`src/rtl/branch_issue_queue.sv`:
```
// In-order issue queue for branch micro-ops feeding the port-0 branch execute stage.
// Optional macro BRANCH_IQ_BYPASS_EN: a fully ready op dispatched into an empty queue loads the output register directly.
module branch_issue_queue #(
  parameter int DEPTH  = 4,
  parameter int PTR_W  = 2,
  parameter int RTAG_W = 6
) (
  input  logic              iCLOCK,
  input  logic              inRESET,
  input  logic              iFREE_RESTART,
  input  logic              iDISP_VALID,
  input  logic [5:0]        iDISP_COMMIT_TAG,
  input  logic [4:0]        iDISP_CMD,
  input  logic [3:0]        iDISP_CC,
  input  logic [31:0]       iDISP_PC,
  input  logic              iDISP_SRC_VALID,
  input  logic [RTAG_W-1:0] iDISP_SRC_TAG,
  input  logic [31:0]       iDISP_SRC_DATA,
  input  logic              iDISP_FLAG_VALID,
  input  logic [RTAG_W-1:0] iDISP_FLAG_TAG,
  input  logic [4:0]        iDISP_FLAG_DATA,
  output logic              oDISP_FULL,
  input  logic              iWB_REG_VALID,
  input  logic [RTAG_W-1:0] iWB_REG_TAG,
  input  logic [31:0]       iWB_REG_DATA,
  input  logic              iWB_FLAG_VALID,
  input  logic [RTAG_W-1:0] iWB_FLAG_TAG,
  input  logic [4:0]        iWB_FLAG_DATA,
  output logic              oEX_BRANCH_VALID,
  output logic [5:0]        oEX_BRANCH_COMMIT_TAG,
  output logic [4:0]        oEX_BRANCH_CMD,
  output logic [3:0]        oEX_BRANCH_CC,
  output logic [4:0]        oEX_BRANCH_FLAG,
  output logic [31:0]       oEX_BRANCH_SOURCE,
  output logic [31:0]       oEX_BRANCH_PC,
  input  logic              iEX_BRANCH_LOCK
);

  localparam logic [PTR_W:0] FULL_COUNT = (PTR_W+1)'(DEPTH);

  logic [PTR_W-1:0]  r_head, r_tail;
  logic [PTR_W:0]    r_count;
  logic [DEPTH-1:0]  r_src_rdy, r_flag_rdy;
  logic [5:0]        r_ctag      [DEPTH];
  logic [4:0]        r_cmd       [DEPTH];
  logic [3:0]        r_cc        [DEPTH];
  logic [31:0]       r_pc        [DEPTH];
  logic [RTAG_W-1:0] r_src_tag   [DEPTH];
  logic [31:0]       r_src_data  [DEPTH];
  logic [RTAG_W-1:0] r_flag_tag  [DEPTH];
  logic [4:0]        r_flag_data [DEPTH];

  logic [DEPTH-1:0] w_src_hit, w_flag_hit;
  logic        w_full, w_empty, w_accept, w_out_free;
  logic        w_disp, w_push, w_pop, w_bypass;
  logic        w_disp_src_rdy, w_disp_flag_rdy;
  logic [31:0] w_disp_src;
  logic [4:0]  w_disp_flag;
  logic        w_head_src_rdy, w_head_flag_rdy;
  logic [31:0] w_head_src;
  logic [4:0]  w_head_flag;

  // NOTE: always_comb assigns every output a default first, so no path can leave a latch behind.
  always_comb begin
    w_src_hit  = '0;
    w_flag_hit = '0;
    for (int i = 0; i < DEPTH; i++) begin
      w_src_hit[i]  = !r_src_rdy[i]  && iWB_REG_VALID  && (iWB_REG_TAG  == r_src_tag[i]);
      w_flag_hit[i] = !r_flag_rdy[i] && iWB_FLAG_VALID && (iWB_FLAG_TAG == r_flag_tag[i]);
    end
  end

  assign w_full     = (r_count == FULL_COUNT);
  assign w_empty    = (r_count == '0);
  assign oDISP_FULL = w_full;
  assign w_accept   = oEX_BRANCH_VALID && !iEX_BRANCH_LOCK;
  assign w_out_free = !oEX_BRANCH_VALID || w_accept;
  assign w_disp     = iDISP_VALID && !w_full;

  // Dispatch operands with any same-cycle wakeup folded in.
  assign w_disp_src_rdy  = iDISP_SRC_VALID  || (iWB_REG_VALID  && iWB_REG_TAG  == iDISP_SRC_TAG);
  assign w_disp_src      = iDISP_SRC_VALID  ? iDISP_SRC_DATA  : iWB_REG_DATA;
  assign w_disp_flag_rdy = iDISP_FLAG_VALID || (iWB_FLAG_VALID && iWB_FLAG_TAG == iDISP_FLAG_TAG);
  assign w_disp_flag     = iDISP_FLAG_VALID ? iDISP_FLAG_DATA : iWB_FLAG_DATA;

  assign w_head_src_rdy  = r_src_rdy[r_head]  || w_src_hit[r_head];
  assign w_head_src      = w_src_hit[r_head]  ? iWB_REG_DATA  : r_src_data[r_head];
  assign w_head_flag_rdy = r_flag_rdy[r_head] || w_flag_hit[r_head];
  assign w_head_flag     = w_flag_hit[r_head] ? iWB_FLAG_DATA : r_flag_data[r_head];

  assign w_pop = w_out_free && !w_empty && w_head_src_rdy && w_head_flag_rdy;

`ifdef BRANCH_IQ_BYPASS_EN
  assign w_bypass = w_disp && w_empty && w_out_free && w_disp_src_rdy && w_disp_flag_rdy;
`else
  assign w_bypass = 1'b0;
`endif
  assign w_push = w_disp && !w_bypass;

  // NOTE: clocked state uses non-blocking assignments so every register sees pre-edge values.
  always_ff @(posedge iCLOCK or negedge inRESET) begin
    if (!inRESET) begin
      r_head     <= '0;
      r_tail     <= '0;
      r_count    <= '0;
      r_src_rdy  <= '0;
      r_flag_rdy <= '0;
    end else if (iFREE_RESTART) begin
      r_head     <= '0;
      r_tail     <= '0;
      r_count    <= '0;
      r_src_rdy  <= '0;
      r_flag_rdy <= '0;
    end else begin
      if (w_push) r_tail <= r_tail + PTR_W'(1);
      if (w_pop)  r_head <= r_head + PTR_W'(1);
      if (w_push && !w_pop)      r_count <= r_count + (PTR_W+1)'(1);
      else if (!w_push && w_pop) r_count <= r_count - (PTR_W+1)'(1);
      for (int i = 0; i < DEPTH; i++) begin
        if (w_push && r_tail == PTR_W'(i)) begin
          r_src_rdy[i]  <= w_disp_src_rdy;
          r_flag_rdy[i] <= w_disp_flag_rdy;
        end else begin
          if (w_src_hit[i])  r_src_rdy[i]  <= 1'b1;
          if (w_flag_hit[i]) r_flag_rdy[i] <= 1'b1;
        end
      end
    end
  end

  // NOTE: payload arrays carry no reset; occupancy lives entirely in count and the ready bits.
  always_ff @(posedge iCLOCK) begin
    for (int i = 0; i < DEPTH; i++) begin
      if (w_push && r_tail == PTR_W'(i)) begin
        r_ctag[i]      <= iDISP_COMMIT_TAG;
        r_cmd[i]       <= iDISP_CMD;
        r_cc[i]        <= iDISP_CC;
        r_pc[i]        <= iDISP_PC;
        r_src_tag[i]   <= iDISP_SRC_TAG;
        r_src_data[i]  <= w_disp_src;
        r_flag_tag[i]  <= iDISP_FLAG_TAG;
        r_flag_data[i] <= w_disp_flag;
      end else begin
        if (w_src_hit[i])  r_src_data[i]  <= iWB_REG_DATA;
        if (w_flag_hit[i]) r_flag_data[i] <= iWB_FLAG_DATA;
      end
    end
  end

  // Output register: holds while locked, reloads from bypass or queue head when free.
  always_ff @(posedge iCLOCK or negedge inRESET) begin
    if (!inRESET) begin
      oEX_BRANCH_VALID      <= 1'b0;
      oEX_BRANCH_COMMIT_TAG <= '0;
      oEX_BRANCH_CMD        <= '0;
      oEX_BRANCH_CC         <= '0;
      oEX_BRANCH_FLAG       <= '0;
      oEX_BRANCH_SOURCE     <= '0;
      oEX_BRANCH_PC         <= '0;
    end else if (iFREE_RESTART) begin
      oEX_BRANCH_VALID <= 1'b0;
    end else if (w_bypass) begin
      oEX_BRANCH_VALID      <= 1'b1;
      oEX_BRANCH_COMMIT_TAG <= iDISP_COMMIT_TAG;
      oEX_BRANCH_CMD        <= iDISP_CMD;
      oEX_BRANCH_CC         <= iDISP_CC;
      oEX_BRANCH_FLAG       <= w_disp_flag;
      oEX_BRANCH_SOURCE     <= w_disp_src;
      oEX_BRANCH_PC         <= iDISP_PC;
    end else if (w_pop) begin
      oEX_BRANCH_VALID      <= 1'b1;
      oEX_BRANCH_COMMIT_TAG <= r_ctag[r_head];
      oEX_BRANCH_CMD        <= r_cmd[r_head];
      oEX_BRANCH_CC         <= r_cc[r_head];
      oEX_BRANCH_FLAG       <= w_head_flag;
      oEX_BRANCH_SOURCE     <= w_head_src;
      oEX_BRANCH_PC         <= r_pc[r_head];
    end else if (w_accept) begin
      oEX_BRANCH_VALID <= 1'b0;
    end
  end

endmodule

```
`config.mk`:
```
export PLATFORM = sky130hd
export DESIGN_NAME = branch_issue_queue
export DESIGN_NICKNAME = d
export VERILOG_FILES = /design/src/rtl/branch_issue_queue.sv
export SDC_FILE = /design/constraint.sdc
export NUM_CORES = 1
export LEC_CHECK = 0
export BUFFER_PORTS_ARGS = -buffer_cell sky130_fd_sc_hd__buf_4
export CORE_MARGIN = 1.5
export CORE_UTILIZATION = 35
export DETAILED_ROUTE_END_ITERATION = 8
export PLACE_DENSITY_LB_ADDON = 0.2
export SYNTH_ARGS = -nofsm -noshare
export SYNTH_HDL_FRONTEND = slang
export SYNTH_SLANG_ARGS = --single-unit
```
`constraint.sdc`:
```
create_clock -name iCLOCK -period 7.7 [get_ports iCLOCK]
set_input_delay 0.385 -clock iCLOCK [delete_from_list [all_inputs] [get_ports iCLOCK]]
set_output_delay 0.385 -clock iCLOCK [all_outputs]
set_load 0.005 [all_outputs]
```
==> flow_metrics.tcl, run 1 <==
set metrics [dict create \
    p_leak_nw 9.48 \
    setup_ws_ns 3.47 \
    holdCritPathClass "in2reg" \
    drc 0 \
    seq_power_share 0.487 \
    clock-root-buffer "clkbuf_16" \
    worst-slew-pin-transition_ns 1.11 \
    fillers 5219 \
    routedWlPerCell_um 21.9 \
    intPower_mw 5.14 \
    io_pins 240 \
    htreeDepth 2 \
    endpoint_kind "register" \
    postSynthCellCount 1151 \
    grt_usage 0.166 \
    setup_viol 0 \
    drtIter0Drc 649 \
    finalCoreUtilization 0.442 \
    ys_seq_area_frac 0.681 \
    skew_ns 0.0221 \
    ys_types 50 \
    cts_resized 0 \
    die_height_um 246 \
    grt_max_degree 76 \
    worstSkewPairLatency_ns 0.60 \
    syn-cell-area_mm2 0.0206 \
    period_minus_slack_ns 4.23 \
    clockBufferDepth 3 \
    fmax_mhz 236 \
    hpwlAfterDp_um 29700 \
    sw_frac_of_total 0.239 \
    ys_seq_elements 484 \
    ir_drop_mv 0.190 \
    rsz0062_at_grt "no" \
    dieArea_mm2 0.0604 \
    cts_sinks 484 \
    dpl.cell_count 2110 \
    postSynthAreaPerCell_um2 17.9 \
    postCtsHoldBufs 60 \
    hold_viol_final 0 \
    fin_cells 2274 \
    async_reset_ff_frac 0.207 \
    p_per_area_mw_per_mm2 264 \
    critPathLaunchType "register" \
    post_cts_buffers 0 \
    drv_cap 0 \
    nets 1619 \
    cp.arrival_ns 4.71 \
    routabilityCongestion 0.747 \
    overflow 0 \
    most-common-layout-cells "edfxtp_1 (384), buf_4 (257), mux2_2 (182), dfrtp_1 (98), mux4_2 (85)" \
    drv_slew 0 \
    cts-buffers-inserted 53 \
    wirelength_um 49800 \
    place_ws_ns 3.49 \
    die_w_um 246 \
    antenna_found_initial 7 \
    first_global_vias 12117 \
    synthFlopType "edfxtp_1" \
    pwr-share-comb 0.141 \
    yosys_warnings 0 \
    vias_per_cell 4.95 \
    syn_nets 1310 \
    setup_tns_ns 0 \
    io_buffers 239 \
    synth-edff-count 384 \
    power_frac_clock 0.371 \
    clk_pin_slew_ns 0.06 \
    register_area_mm2 0.0140 \
    coreArea_mm2 0.0579 \
    start_util 0.356 \
    grt_pass1_wl_um 75000 \
    outcome "finished clean" \
    critical_path_peak_fanout 75 \
    slew_headroom 0.258 \
    p_sw_mw 1.61 \
    rows 88 \
    multi_input_area_mm2 0.00626 \
    critPathKind "reg2reg" \
    area.growth.synth_to_final_pct 24.1 \
    cts_tree "done" \
    fin_crit_sh 0.549 \
    vias 11267 \
    hold_ws_ns 0.116 \
    layout_commonest_cell "edfxtp_1" \
    drive_gt1_frac 0.416 \
    antenna_left 0 \
    drtPass1Iterations 5 \
    required_ns 8.18 \
]
==> synth_stat cells, types with 3 or more instances <==
master / instances / area share
buf_6: 4 / 0.0022
xnor2_1: 44 / 0.019
ha_1: 4 / 0.0024
clkbuf_1: 18 / 0.0033
edfxtp_1: 384 / 0.56
buf_2: 31 / 0.0075
nand4_1: 7 / 0.0021
nor3b_1: 3 / 0.0011
and4_1: 3 / 0.0013
nand2_1: 24 / 0.0044
a21oi_1: 41 / 0.010
inv_1: 12 / 0.0022
nor4_1: 5 / 0.0015
dfrtp_1: 100 / 0.12
mux2i_1: 37 / 0.018
o21ai_1: 8 / 0.0019
nor3_1: 13 / 0.0032
a211oi_1: 3 / 0.0011
nor2_1: 54 / 0.0098
xor2_1: 19 / 0.0081
o211ai_1: 3 / 0.0011
mux2_2: 182 / 0.099
mux4_2: 85 / 0.093
nand3_1: 10 / 0.0024
mux2_1: 13 / 0.0071
nor2b_1: 3 / 0.00091
o21ai_0: 4 / 0.00097
nand2b_1: 3 / 0.00091
buf_4: 8 / 0.0029
==> critical path, stage by stage, from the launching register on <==
cell	delay, ns
dfrtp_4	0.89
buf_4	0.77
nor4bb_1	0.28
nand4_1	0.13
o22ai_1	0.33
nor4_4	0.12
nor4_4	0.28
buf_4	0.68
mux2_2	0.41
==> logic make-up (layout without fill, tap and decap cells) <==
family,Yosys count,after routing,share of synthesized area
adder cells (fa/ha/maj),5,5,0.00340
flip-flops,484,484,0.681
XOR/XNOR,63,63,0.0268
buffers and inverters,75,429,0.0185
AND/OR/NAND/NOR,137,137,0.0336
AO/OA/AOI/OAI,70,70,0.0196
multiplexers,317,317,0.217
other,0,4,0
==> power groups by stage <==
stage / Clock [mW] / Sequential (mW) / Combinational [mW]
2_1_floorplan: 0 / 3.32 / 0.431
3_3_place_gp: 0 / 3.34 / 0.934
3_5_place_dp: 0 / 3.35 / 0.950
4_1_cts: 2.59 / 3.30 / 0.978
5_1_grt: 2.69 / 3.32 / 1.05
6_report: 2.51 / 3.29 / 0.955
==> through the flow <==
step / area, um2 / total power, mW
2_1_floorplan: 20600 / 3.75
3_3_place_gp: 23200 / 4.27
3_5_place_dp: 23200 / 4.30
4_1_cts: 25600 / 6.86
5_1_grt: 25600 / 7.06
6_report: 25600 / 6.75
==> final cells by class <==
class / instances / share of cell area
inverter: 12 / 0.00181
antenna: 4 / 0.000391
tap: 765 / 0.0374
timing repair buffer: 317 / 0.0989
multi-input combinational: 592 / 0.245
clock inverter: 31 / 0.0107
sequential: 484 / 0.549
clock buffer: 69 / 0.0569
==> final timing paths <==
path	startpoint	end	slack (ns)	depth (start not counted)
worst min register to register	oEX_BRANCH_PC[23]$_DFFE_PN0P_	oEX_BRANCH_PC[23]$_DFFE_PN0P_	0.49	1
worst max-delay path	r_head[1]$_DFFE_PN0P_	oEX_BRANCH_PC[29]$_DFFE_PN0P_	3.47	8
worst max register to register	r_head[1]$_DFFE_PN0P_	oEX_BRANCH_PC[29]$_DFFE_PN0P_	3.47	8
max in group asynchronous	inRESET	r_head[1]$_DFFE_PN0P_	5.84	3
worst min-delay path	iFREE_RESTART	r_tail[1]$_DFFE_PN0P_	0.12	2
min in group asynchronous	inRESET	oEX_BRANCH_PC[6]$_DFFE_PN0P_	0.39	2
==> flip-flops by register name, indices dropped and copies added, names as in the netlist, 3 cells and up <==
signal and flops:
oEX_BRANCH_FLAG 5, oEX_BRANCH_CMD 5, oEX_BRANCH_SOURCE 32, r_cc 16, r_flag_data 20, r_flag_rdy 4, r_count 3, r_flag_tag 24
oEX_BRANCH_CC 4, oEX_BRANCH_PC 32, r_cmd 20, r_src_data 128, r_pc 128, oEX_BRANCH_COMMIT_TAG 6, r_ctag 24, r_src_rdy 4
r_src_tag 24
==> routing by layer <==
layer  vias to the layer above  global-route usage  wire [um]
met1                      5778               0.212      21400
met4                         8              0.0438        842
met5                         -                   0         56
met3                        71              0.0442       3270
met2                       257               0.280      24200
li1                       5153                   -          -
No activity file was read; power rests on OpenSTA's default activity.
==> run 2, diff against run 1 <==
==> constraint.sdc (replaced) <==
create_clock -name iCLOCK -period 4.05 [get_ports iCLOCK]
set_input_delay 0.2025 -clock iCLOCK [delete_from_list [all_inputs] [get_ports iCLOCK]]
set_output_delay 0.2025 -clock iCLOCK [all_outputs]
set_load 0.005 [all_outputs]
==> run 2 against run 1 <==
  * Clock-buffer cell count up 7
  * Critical path depth up 1
  * First-iteration DRC count down 4.0%
  * Largest power group unchanged
  * Largest cell class unchanged
  * Sequential cell count unchanged
  * Clock power up 91%
  * Die area unchanged
  * Global-route usage up 0.52 points
==> flow_metrics.tcl, run 2 (synthesis results as in run 1) <==
set metrics [dict create \
    power_frac_clock 0.370 \
    vias 11745 \
    nets 1740 \
    ir_drop_mv 0.393 \
    drv_slew 0 \
    drtPass1Iterations 5 \
    setup_tns_ns 0 \
    outcome "finished clean" \
    die_w_um 246 \
    rows 88 \
    slew_headroom 0.441 \
    fin_cells 2394 \
    drive_gt1_frac 0.383 \
    grt_max_degree 86 \
    whs_path_depth 3 \
    clk_pin_slew_ns 0.06 \
    rsz0062_at_grt "no" \
    drc 0 \
    place_ws_ns 0.832 \
    antenna_found_initial 6 \
    drv_cap 0 \
    dpl.cell_count 2118 \
    period_minus_slack_ns 3.60 \
    wirelength_um 51200 \
    area.growth.synth_to_final_pct 30.3 \
    io_pins 240 \
    hold_ws_ns 0.0676 \
    drtIter0Drc 623 \
    critPathLaunchType "register" \
    p_sw_mw 3.11 \
    required_ns 4.39 \
    clockBufferDepth 3 \
    coreArea_mm2 0.0579 \
    worst-slew-pin-transition_ns 0.831 \
    hold_viol_final 0 \
    setup_ws_ns 0.451 \
    seq_power_share 0.480 \
    cts-buffers-inserted 53 \
    vias_per_cell 4.91 \
    intPower_mw 9.87 \
    pwr-share-comb 0.151 \
    p_leak_nw 9.99 \
    start_util 0.356 \
    dieArea_mm2 0.0604 \
    crit_path_top_delay_cell "o21ai_4" \
    routabilityCongestion 0.769 \
    worstPathCellList "inv_1, and3_1, nor2b_1, nand2_1, inv_2, o21ai_4, buf_4, mux2_2, dlygate4sd3_1" \
    first_global_vias 12806 \
    setup_viol 0 \
    skew_ns 0.0371 \
    place_area_mm2 0.0234 \
    fmax_mhz 278 \
    final_area_mm2 0.0269 \
    post_cts_buffers 0 \
    p_per_area_mw_per_mm2 484 \
    holdCritPathClass "in2reg" \
    cp_slowest_stage_delay_ns 0.59 \
    endpoint_kind "register" \
    cts_tree "done" \
    grt_usage 0.171 \
    most-common-layout-cells "edfxtp_1 (384), buf_4 (259), mux2_2 (182), dlygate4sd3_1 (173), dfrtp_1 (98)" \
    r2r_cells 9 \
    overflow 0 \
    die_height_um 246 \
    layout_commonest_cell "edfxtp_1" \
    critPathKind "reg2reg" \
    cts_sinks 484 \
    cp.arrival_ns 3.94 \
    hpwlAfterDp_um 30900 \
    clock-root-buffer "clkbuf_16" \
    htreeDepth 2 \
    fin_crit_sh 0.889 \
    worstSkewPairLatency_ns 0.62 \
    routedWlPerCell_um 21.4 \
    io_buffers 239 \
    grt_pass1_wl_um 77600 \
    antenna_left 0 \
    critical_path_peak_fanout 20 \
    sw_frac_of_total 0.240 \
    reg_top3 "r_pc: 128 flops, r_src_data: 128 flops" \
]
## run 2: changes by cell type in the layout (fill, tap and decap cells not counted), moves of 2 or more
cell	change
buf_4	+2
buf_12	+6
clkbuf_8	-5
inv_6	-3
clkinv_2	-7
clkinv_16	+3
dlygate4sd3_1	+113
clkbuf_1	+12
## run 2: critical path, delay by kind of cell, from the launching register on
family	cells	cell delay [ns]
multiplexers	1	0.37
buffers and inverters	4	1.34
flip-flops	1	0.42
AND/OR/NAND/NOR	3	0.56
AO/OA/AOI/OAI	1	0.59
## run 2: timing repair
item                      in CTS  in global routing
hold buffers                 173                  0
resized for setup              0                  0
hold endpoints to repair     480                  0
## run 2: per-stage QoR
step,power (mW),util
after floorplan,7.12,-
after global placement,8.14,0.404
after detailed placement,8.17,0.404
after CTS,13.2,0.464
after global routing,13.6,0.464
final,13.0,0.464
## run 2: area by class of cell
| cell class | count | area, um2 |
|---|---|---|
| Fill cell | 5153 | 31100 |
| Sequential cell | 484 | 14000 |
| Multi-Input combinational cell | 592 | 6260 |
| Timing Repair Buffer | 438 | 3800 |
| Clock buffer | 76 | 1430 |
| Tap cell | 765 | 957 |
| Clock inverter | 24 | 313 |
| Inverter | 12 | 46.3 |
| Antenna cell | 3 | 7.51 |
## run 2: final timing paths
kind / from / slack [ns] / to
min: iDISP_FLAG_VALID / 0.07 / r_flag_rdy[3]$_DFFE_PN0P_
max: r_count[0]$_DFFE_PN0P_ / 0.45 / r_src_data[0][17]$_DFFE_PP_
min reg2reg: oEX_BRANCH_PC[22]$_DFFE_PN0P_ / 0.48 / oEX_BRANCH_PC[22]$_DFFE_PN0P_
min in group asynchronous: inRESET / 0.20 / oEX_BRANCH_CC[0]$_DFFE_PN0P_
max in group asynchronous: inRESET / 3.01 / oEX_BRANCH_SOURCE[17]$_DFFE_PN0P_
max reg2reg: r_count[0]$_DFFE_PN0P_ / 0.45 / r_src_data[0][17]$_DFFE_PP_
## run 2: power groups by stage
stage / Sequential (mW) / Combinational, mW / Clock (mW)
after floorplan: 6.30 / 0.820 / 0
after global placement: 6.32 / 1.81 / 0
after detailed placement: 6.33 / 1.83 / 0
after CTS: 6.24 / 1.99 / 4.96
after global routing: 6.29 / 2.15 / 5.13
final: 6.23 / 1.95 / 4.80
## run 2: routing by layer
layer / up-vias / global-route usage / part of all wire
li1: 5380 / - / -
met1: 6001 / 0.224 / 0.44
met2: 285 / 0.286 / 0.48
met3: 69 / 0.0419 / 0.061
met4: 10 / 0.0437 / 0.019
met5: - / 0 / 0.0011
